[src/rtl/mem_pkg.sv]
// Shared memory-op encodings and decode helpers for the load/store alignment unit.
package mem_pkg;

    typedef enum logic [3:0] {
        OP_LB  = 4'd0,
        OP_LBU = 4'd1,
        OP_LH  = 4'd2,
        OP_LHU = 4'd3,
        OP_LW  = 4'd4,
        OP_LWL = 4'd5,
        OP_LWR = 4'd6,
        OP_SB  = 4'd7,
        OP_SH  = 4'd8,
        OP_SW  = 4'd9,
        OP_SWL = 4'd10,
        OP_SWR = 4'd11
    } mem_op_t;

    localparam logic [1:0] SIZE_BYTE = 2'd0;
    localparam logic [1:0] SIZE_HALF = 2'd1;
    localparam logic [1:0] SIZE_WORD = 2'd2;

    function automatic logic is_store(mem_op_t op);
        return op inside {OP_SB, OP_SH, OP_SW, OP_SWL, OP_SWR};
    endfunction

    function automatic logic is_unaligned_op(mem_op_t op);
        return op inside {OP_LWL, OP_LWR, OP_SWL, OP_SWR};
    endfunction

    function automatic logic [1:0] op_size(mem_op_t op);
        if (op inside {OP_LB, OP_LBU, OP_SB}) return SIZE_BYTE;
        if (op inside {OP_LH, OP_LHU, OP_SH}) return SIZE_HALF;
        return SIZE_WORD;
    endfunction

    // LWL/LWR/SWL/SWR are never misaligned; they are aligned down on the bus instead.
    function automatic logic addr_err(mem_op_t op, logic [1:0] lo);
        if (op inside {OP_LH, OP_LHU, OP_SH}) return lo[0];
        if (op inside {OP_LW, OP_SW}) return |lo;
        return 1'b0;
    endfunction

endpackage

[src/rtl/lane_align.sv]
// Combinational lane steering: load extend/merge and store strobe/data placement.
module lane_align
    import mem_pkg::*;
#(
    parameter int DATA_W = 32
) (
    input  mem_op_t                       op,
    input  logic [$clog2(DATA_W/8)-1:0]   b,
    input  logic [DATA_W-1:0]             rt,
    input  logic [DATA_W-1:0]             rdata,
    output logic [DATA_W-1:0]             load_data,
    output logic [DATA_W/8-1:0]           wstrb,
    output logic [DATA_W-1:0]             wdata
);
    localparam int NB = DATA_W / 8;

    logic [DATA_W-1:0] ones;
    logic [DATA_W-1:0] rd_sh;
    logic [NB-1:0]     strb_all;
    logic [7:0]        byte_v;
    logic [15:0]       half_v;
    logic [31:0]       word_v;
    int unsigned       sh_lo;
    int unsigned       sh_hi;

    always_comb begin
        ones      = '1;
        strb_all  = '1;
        sh_lo     = 8 * 32'(b);
        sh_hi     = 8 * (NB - 1 - 32'(b));
        rd_sh     = rdata >> sh_lo;
        byte_v    = rd_sh[7:0];
        half_v    = rd_sh[15:0];
        word_v    = rd_sh[31:0];
        load_data = '0;
        wstrb     = '0;
        wdata     = '0;
        case (op)
            OP_LB:  load_data = DATA_W'($signed(byte_v));
            OP_LBU: load_data = DATA_W'(byte_v);
            OP_LH:  load_data = DATA_W'($signed(half_v));
            OP_LHU: load_data = DATA_W'(half_v);
            OP_LW:  load_data = DATA_W'($signed(word_v));
            // Merges keep the rt bytes the partial load does not cover.
            OP_LWL: load_data = (rdata << sh_hi) | (rt & ~(ones << (DATA_W - sh_lo - 8)));
            OP_LWR: load_data = (rdata >> sh_lo) | (rt & ~(ones >> sh_lo));
            OP_SB: begin
                wdata = {NB{rt[7:0]}};
                wstrb = (strb_all >> (NB - 1)) << b;
            end
            OP_SH: begin
                wdata = {(NB/2){rt[15:0]}};
                wstrb = (strb_all >> (NB - 2)) << b;
            end
            OP_SW: begin
                wdata = {(NB/4){rt[31:0]}};
                wstrb = (strb_all >> (NB - 4)) << b;
            end
            OP_SWL: begin
                wdata = rt >> sh_hi;
                wstrb = strb_all >> (NB - 1 - 32'(b));
            end
            OP_SWR: begin
                wdata = rt << sh_lo;
                wstrb = strb_all << b;
            end
            default: ;
        endcase
    end

endmodule

[src/rtl/mem_align_unit.sv]
// Load/store alignment unit: one outstanding SRAM-like bus transaction, flushable.
//  state  | meaning
//  IDLE   | ready for a new op
//  REQ    | data_req asserted, waiting for addr_ok
//  WAIT   | address accepted, waiting for data_ok
//  DONE   | result held on out_* until out_ready
module mem_align_unit
    import mem_pkg::*;
#(
    parameter int DATA_W = 32,
    parameter int ADDR_W = 32
) (
    input  logic                  clk,
    input  logic                  resetn,
    input  logic                  flush,
    input  logic                  in_valid,
    output logic                  in_ready,
    input  logic [3:0]            in_op,
    input  logic [ADDR_W-1:0]     in_addr,
    input  logic [DATA_W-1:0]     in_rt,
    output logic                  data_req,
    output logic                  data_wr,
    output logic [1:0]            data_size,
    output logic [ADDR_W-1:0]     data_addr,
    output logic [DATA_W/8-1:0]   data_wstrb,
    output logic [DATA_W-1:0]     data_wdata,
    input  logic                  data_addr_ok,
    input  logic [DATA_W-1:0]     data_rdata,
    input  logic                  data_data_ok,
    output logic                  out_valid,
    input  logic                  out_ready,
    output logic [DATA_W-1:0]     out_rdata,
    output logic                  out_adel,
    output logic                  out_ades,
    output logic [ADDR_W-1:0]     out_badvaddr
);
    localparam int NB    = DATA_W / 8;
    localparam int OFF_W = $clog2(NB);
    localparam logic [ADDR_W-1:0] ADDR_MASK = ~ADDR_W'(NB - 1);

    typedef enum logic [1:0] {S_IDLE, S_REQ, S_WAIT, S_DONE} state_t;

    state_t            state_q, state_d;
    mem_op_t           op_q, in_op_t;
    logic [ADDR_W-1:0] addr_q, badv_q;
    logic [DATA_W-1:0] rt_q, rdata_q, load_data, wdata;
    logic [NB-1:0]     wstrb;
    logic              cancel_q, adel_q, ades_q;
    logic              accept, in_err, cancel, bus_done;

    assign in_op_t = mem_op_t'(in_op);
    assign in_ready = (state_q == S_IDLE);
    assign accept   = in_valid & in_ready & ~flush;
    assign in_err   = addr_err(in_op_t, in_addr[1:0]);
    assign cancel   = cancel_q | flush;

    lane_align #(.DATA_W(DATA_W)) u_lane (
        .op       (op_q),
        .b        (addr_q[OFF_W-1:0]),
        .rt       (rt_q),
        .rdata    (data_rdata),
        .load_data(load_data),
        .wstrb    (wstrb),
        .wdata    (wdata)
    );

    always_ff @(posedge clk or negedge resetn) begin
        if (!resetn) state_q <= S_IDLE;
        else         state_q <= state_d;
    end

    always_comb begin
        state_d  = state_q;
        bus_done = 1'b0;
        case (state_q)
            S_IDLE: if (accept) state_d = in_err ? S_DONE : S_REQ;
            S_REQ: begin
                // A same-cycle data_ok completes the transfer without visiting WAIT.
                if (data_addr_ok) begin
                    if (data_data_ok) begin
                        bus_done = 1'b1;
                        state_d  = cancel ? S_IDLE : S_DONE;
                    end else begin
                        state_d = S_WAIT;
                    end
                end
            end
            S_WAIT: begin
                if (data_data_ok) begin
                    bus_done = 1'b1;
                    state_d  = cancel ? S_IDLE : S_DONE;
                end
            end
            S_DONE: if (out_ready || flush) state_d = S_IDLE;
            default: state_d = S_IDLE;
        endcase
    end

    always_ff @(posedge clk or negedge resetn) begin
        if (!resetn) begin
            op_q     <= OP_LB;
            addr_q   <= '0;
            rt_q     <= '0;
            cancel_q <= 1'b0;
            rdata_q  <= '0;
            adel_q   <= 1'b0;
            ades_q   <= 1'b0;
            badv_q   <= '0;
        end else begin
            if (accept) begin
                op_q     <= in_op_t;
                addr_q   <= in_addr;
                rt_q     <= in_rt;
                cancel_q <= 1'b0;
                rdata_q  <= '0;
                adel_q   <= in_err & ~is_store(in_op_t);
                ades_q   <= in_err & is_store(in_op_t);
                badv_q   <= in_err ? in_addr : '0;
            end
            if ((state_q == S_REQ || state_q == S_WAIT) && flush) cancel_q <= 1'b1;
            if (bus_done && !is_store(op_q)) rdata_q <= load_data;
        end
    end

    assign data_req = (state_q == S_REQ);

    always_comb begin
        data_wr    = 1'b0;
        data_size  = SIZE_BYTE;
        data_addr  = '0;
        data_wstrb = '0;
        data_wdata = '0;
        if (state_q == S_REQ) begin
            data_wr   = is_store(op_q);
            data_size = op_size(op_q);
            data_addr = is_unaligned_op(op_q) ? (addr_q & ADDR_MASK) : addr_q;
            if (is_store(op_q)) begin
                data_wstrb = wstrb;
                data_wdata = wdata;
            end
        end
    end

    assign out_valid    = (state_q == S_DONE);
    assign out_rdata    = rdata_q;
    assign out_adel     = adel_q;
    assign out_ades     = ades_q;
    assign out_badvaddr = badv_q;

endmodule

[config.mk]
export PLATFORM = sky130hd
export DESIGN_NAME = mem_align_unit
export DESIGN_NICKNAME = d
export VERILOG_FILES = /design/src/rtl/mem_pkg.sv /design/src/rtl/lane_align.sv /design/src/rtl/mem_align_unit.sv
export SDC_FILE = /design/constraint.sdc
export NUM_CORES = 1
export LEC_CHECK = 0
export ABC_CLOCK_PERIOD_IN_PS = 6710
export BUFFER_PORTS_ARGS = -buffer_cell sky130_fd_sc_hd__buf_2
export CORE_MARGIN = 2
export CORE_UTILIZATION = 55
export DETAILED_ROUTE_END_ITERATION = 8
export GPL_ROUTABILITY_DRIVEN = 0
export PLACE_DENSITY = 0.84
export SLEW_MARGIN = 20
export SYNTH_ARGS = -nofsm -noshare
export SYNTH_HDL_FRONTEND = slang
export SYNTH_HIERARCHICAL = 1
export SYNTH_SLANG_ARGS = --single-unit
export TNS_END_PERCENT = 50
[constraint.sdc]
create_clock -name clk -period 6.71 [get_ports clk]
set_input_delay 0.671 -clock clk [delete_from_list [all_inputs] [get_ports clk]]
set_output_delay 0.671 -clock clk [all_outputs]
set_load 0.05 [all_outputs]
==> flow_summary.ini <==
[synthesis]
synthSimpleGateAreaFrac = 0.2440
synth_xor_area_frac = 0.002030
synth_top_family_by_area = simple AND/OR/NAND/NOR gates
ys_types = 62
async_reset_ff_frac = 1.000
syn-num-nets = 1151
yosys.area.top_type = dfrtp_1
avgSynthCellArea_um2 = 8.330
netlist_area_um2 = 8630
synth_cells = 1036
synthMuxAreaShare = 0.07018
yosys.area_share.adder = 0.01160
yosysWarnings = 6
synth_compound_area_frac = 0.2207
synth_area_leaders = dfrtp_1 40%, nand2_1 14%, and2_1 4.9%, mux2i_1 4.4%, o21ai_0 4.3%
synth-seq-area-share = 0.3973
ys_ff_latch = 137
synth_top_area_frac = 0.3973
synth_edf_count = 0
synth_ff_type = dfrtp_1

[worst_setup_path]
worst_ep_required_time_ns = 6.04
crit_type = reg2out
crit_path_max_fanout = 66
cp-start-kind = flip-flop
cp.arrival_ns = 3.56
end_kind = output pin
reg2reg_depth = 6

[die]
dieArea_um2 = 16710
dieHeight_um = 129.3
rows = 45
ios = 247
die_x_um = 129.3
start_util = 0.5656
core_um2 = 15260

[power]
ir_drop_uv = 330.9
power.density_nw_per_um2 = 531.4
p_leak_nw = 5.318

[cts]
postCtsResizedCells = 0
cts_buffers = 17
holdBufCountCts = 0
cts_root_buf = clkbuf_16
clk_pin_slew_ns = 0.06
cts_tree = yes
h-tree-depth = 4
clk_latency_ns = 0.42
post_cts_buffers = 0
clock_sinks = 137
clockBufferDepth = 2

[grt]
antenna_found_initial = 0
grt_pass1_vias = 8193
met3_usage = 0.09372
top_usage_layer = met2
met2_usage = 0.5118
grt_max_degree = 80
grt_overflow = 0
grtUsageMet1 = 0.4373
grt_pass1_wl_um = 43300
grt_use_total = 0.3350

[route]
final_antenna_net_count = 0
drt_iter0_drc = 1373
drt_first_pass_iters = 9
drt_wl_total_um = 27950
drc = 9
dr_total_vias = 8866
viasPerCell = 6.048
wire_per_inst_um = 19.06

[run_status]
run_status = finished, violations left
violations = design-rule violations

[cells_and_area]
final_layout_size_suffix_gt1_frac = 0.2637
area_growth_pct = 20.78
instances_no_fill = 1466
mostFrequentLayoutCell = nand2_1
n_antenna_cell = 0
final_cell_mix = 330 x nand2_1, 245 x buf_2, 135 x dfrtp_1
fin_nets = 1357

[sta]
rsz0062_at_grt = false
setup_viol = 0
tightest_slew_ns = 0.9767
drv_slew = 0
fmax_ghz = 0.2362
timing.setup.tns_ns = 0
finalHoldViolations = 0
fin_crit_ns = 4.234
relSlewSlack = 0.3489
fin_worst_skew_ns = 0.007238
period_share = 0.6310

[job]
max-cap-violations = 0

[min_path]
hp-class = in2async

[placement]
portBuffers = 246
hpwl_um = 19430
placedCellCount = 1434
flip-flops by register name (all words and copies together) (netlist names), 2 cells and up:
| name | cells |
|---|---|
| out_badvaddr | 32 |
| out_rdata | 32 |
| op_q | 4 |
| state_q | 2 |
| rt_q | 32 |
| addr_q | 32 |
worst max-delay path: stages, from the launching register on:
cell     delay [ns]
dfrtp_2        0.40
buf_4          0.35
nor2_1         0.76
nand2_1        0.11
a21oi_1        0.81
a221o_1        0.31
and2_1         0.13
buf_2          0.25
stage by stage:
stage	hold WS [ns]	util	worst slack (ns)	cell area [µm²]	total power (W)
floorplan	0.3754	-	3.386	8630	0.003778
global placement	0.4498	0.6445	3.235	9834	0.004476
detailed placement	0.4565	0.6445	3.142	9834	0.004521
CTS	0.3001	0.6830	2.687	10420	0.005461
global route	0.3161	0.6831	2.488	10420	0.005818
finish	0.2658	0.6831	2.476	10420	0.005538
path summary, 6_finish.rpt:
check,start,to,slack [ns]
max,addr_q[0]$_DFFE_PN0P_,data_wdata[11],2.48
max reg2reg,op_q[0]$_DFFE_PN0P_,out_rdata[1]$_DFFE_PN0P_,3.61
min,resetn,rt_q[8]$_DFFE_PN0P_,0.27
max in group asynchronous,resetn,addr_q[0]$_DFFE_PN0P_,5.12
min reg2reg,addr_q[17]$_DFFE_PN0P_,addr_q[17]$_DFFE_PN0P_,0.47
min in group clk,in_rt[16],rt_q[16]$_DFFE_PN0P_,0.43
final cells by class:
type	count	area (µm²)
tap	211	264.0
timing repair buffer	257	1320
clock buffer	17	425.4
fill	1281	4836
multi-input combinational	808	4742
inverter	21	78.83
sequential	137	3431
clock inverter	15	161.4
power by group:
group / internal, W / switching [W]
logic: 0.000915 / 0.00211
registers: 0.00114 / 0.000452
clock network: 0.000524 / 0.000399
cell families (layout without fill, tap and decap cells):
family / count (synthesis) / after routing
and+or+nand+nor: 479 / 479
AOI/OAI and AO/OA: 263 / 263
DFF: 137 / 137
buffers and inverters: 91 / 310
muxes: 56 / 56
adders and majority gates: 8 / 8
xor gates and xnor gates: 2 / 2
layer usage:
layer / vias up / part of all wire / wire length (µm)
li1: 4021 / - / -
met1: 4048 / 0.38 / 10610
met2: 653 / 0.45 / 12530
met3: 144 / 0.12 / 3390
met4: 0 / 0.051 / 1413
met5: - / 0 / 0
cells in the mapped netlist (2+ instances only):
cell type and count:
mux4_2 2, a21oi_1 26, nand3_1 3, ha_1 8, a221o_1 17, o22ai_1 4, clkbuf_1 33, xnor2_1 2
mux2_1 4, nor3b_1 2, or3_1 3, mux2i_1 38, mux2_2 12, and2_1 67, buf_1 4, nand2_1 330
o311ai_0 3, o31ai_1 2, inv_1 18, nor3_1 6, o211ai_2 7, a21o_1 8, o221ai_2 3, a31oi_1 2
buf_4 8, nand4b_1 2, buf_6 8, inv_2 3, a221oi_1 6, o21ai_1 9, buf_2 16, o22ai_2 2
nand4bb_1 2, o2bb2ai_1 8, o21ai_0 75, a22o_1 12, o221ai_1 22, nor2b_1 7, dfrtp_1 137, nand2b_1 6
nor3_2 2, a22oi_1 46, nor2_1 41, and3_1 2
No activity file was read; power rests on OpenSTA's default activity.
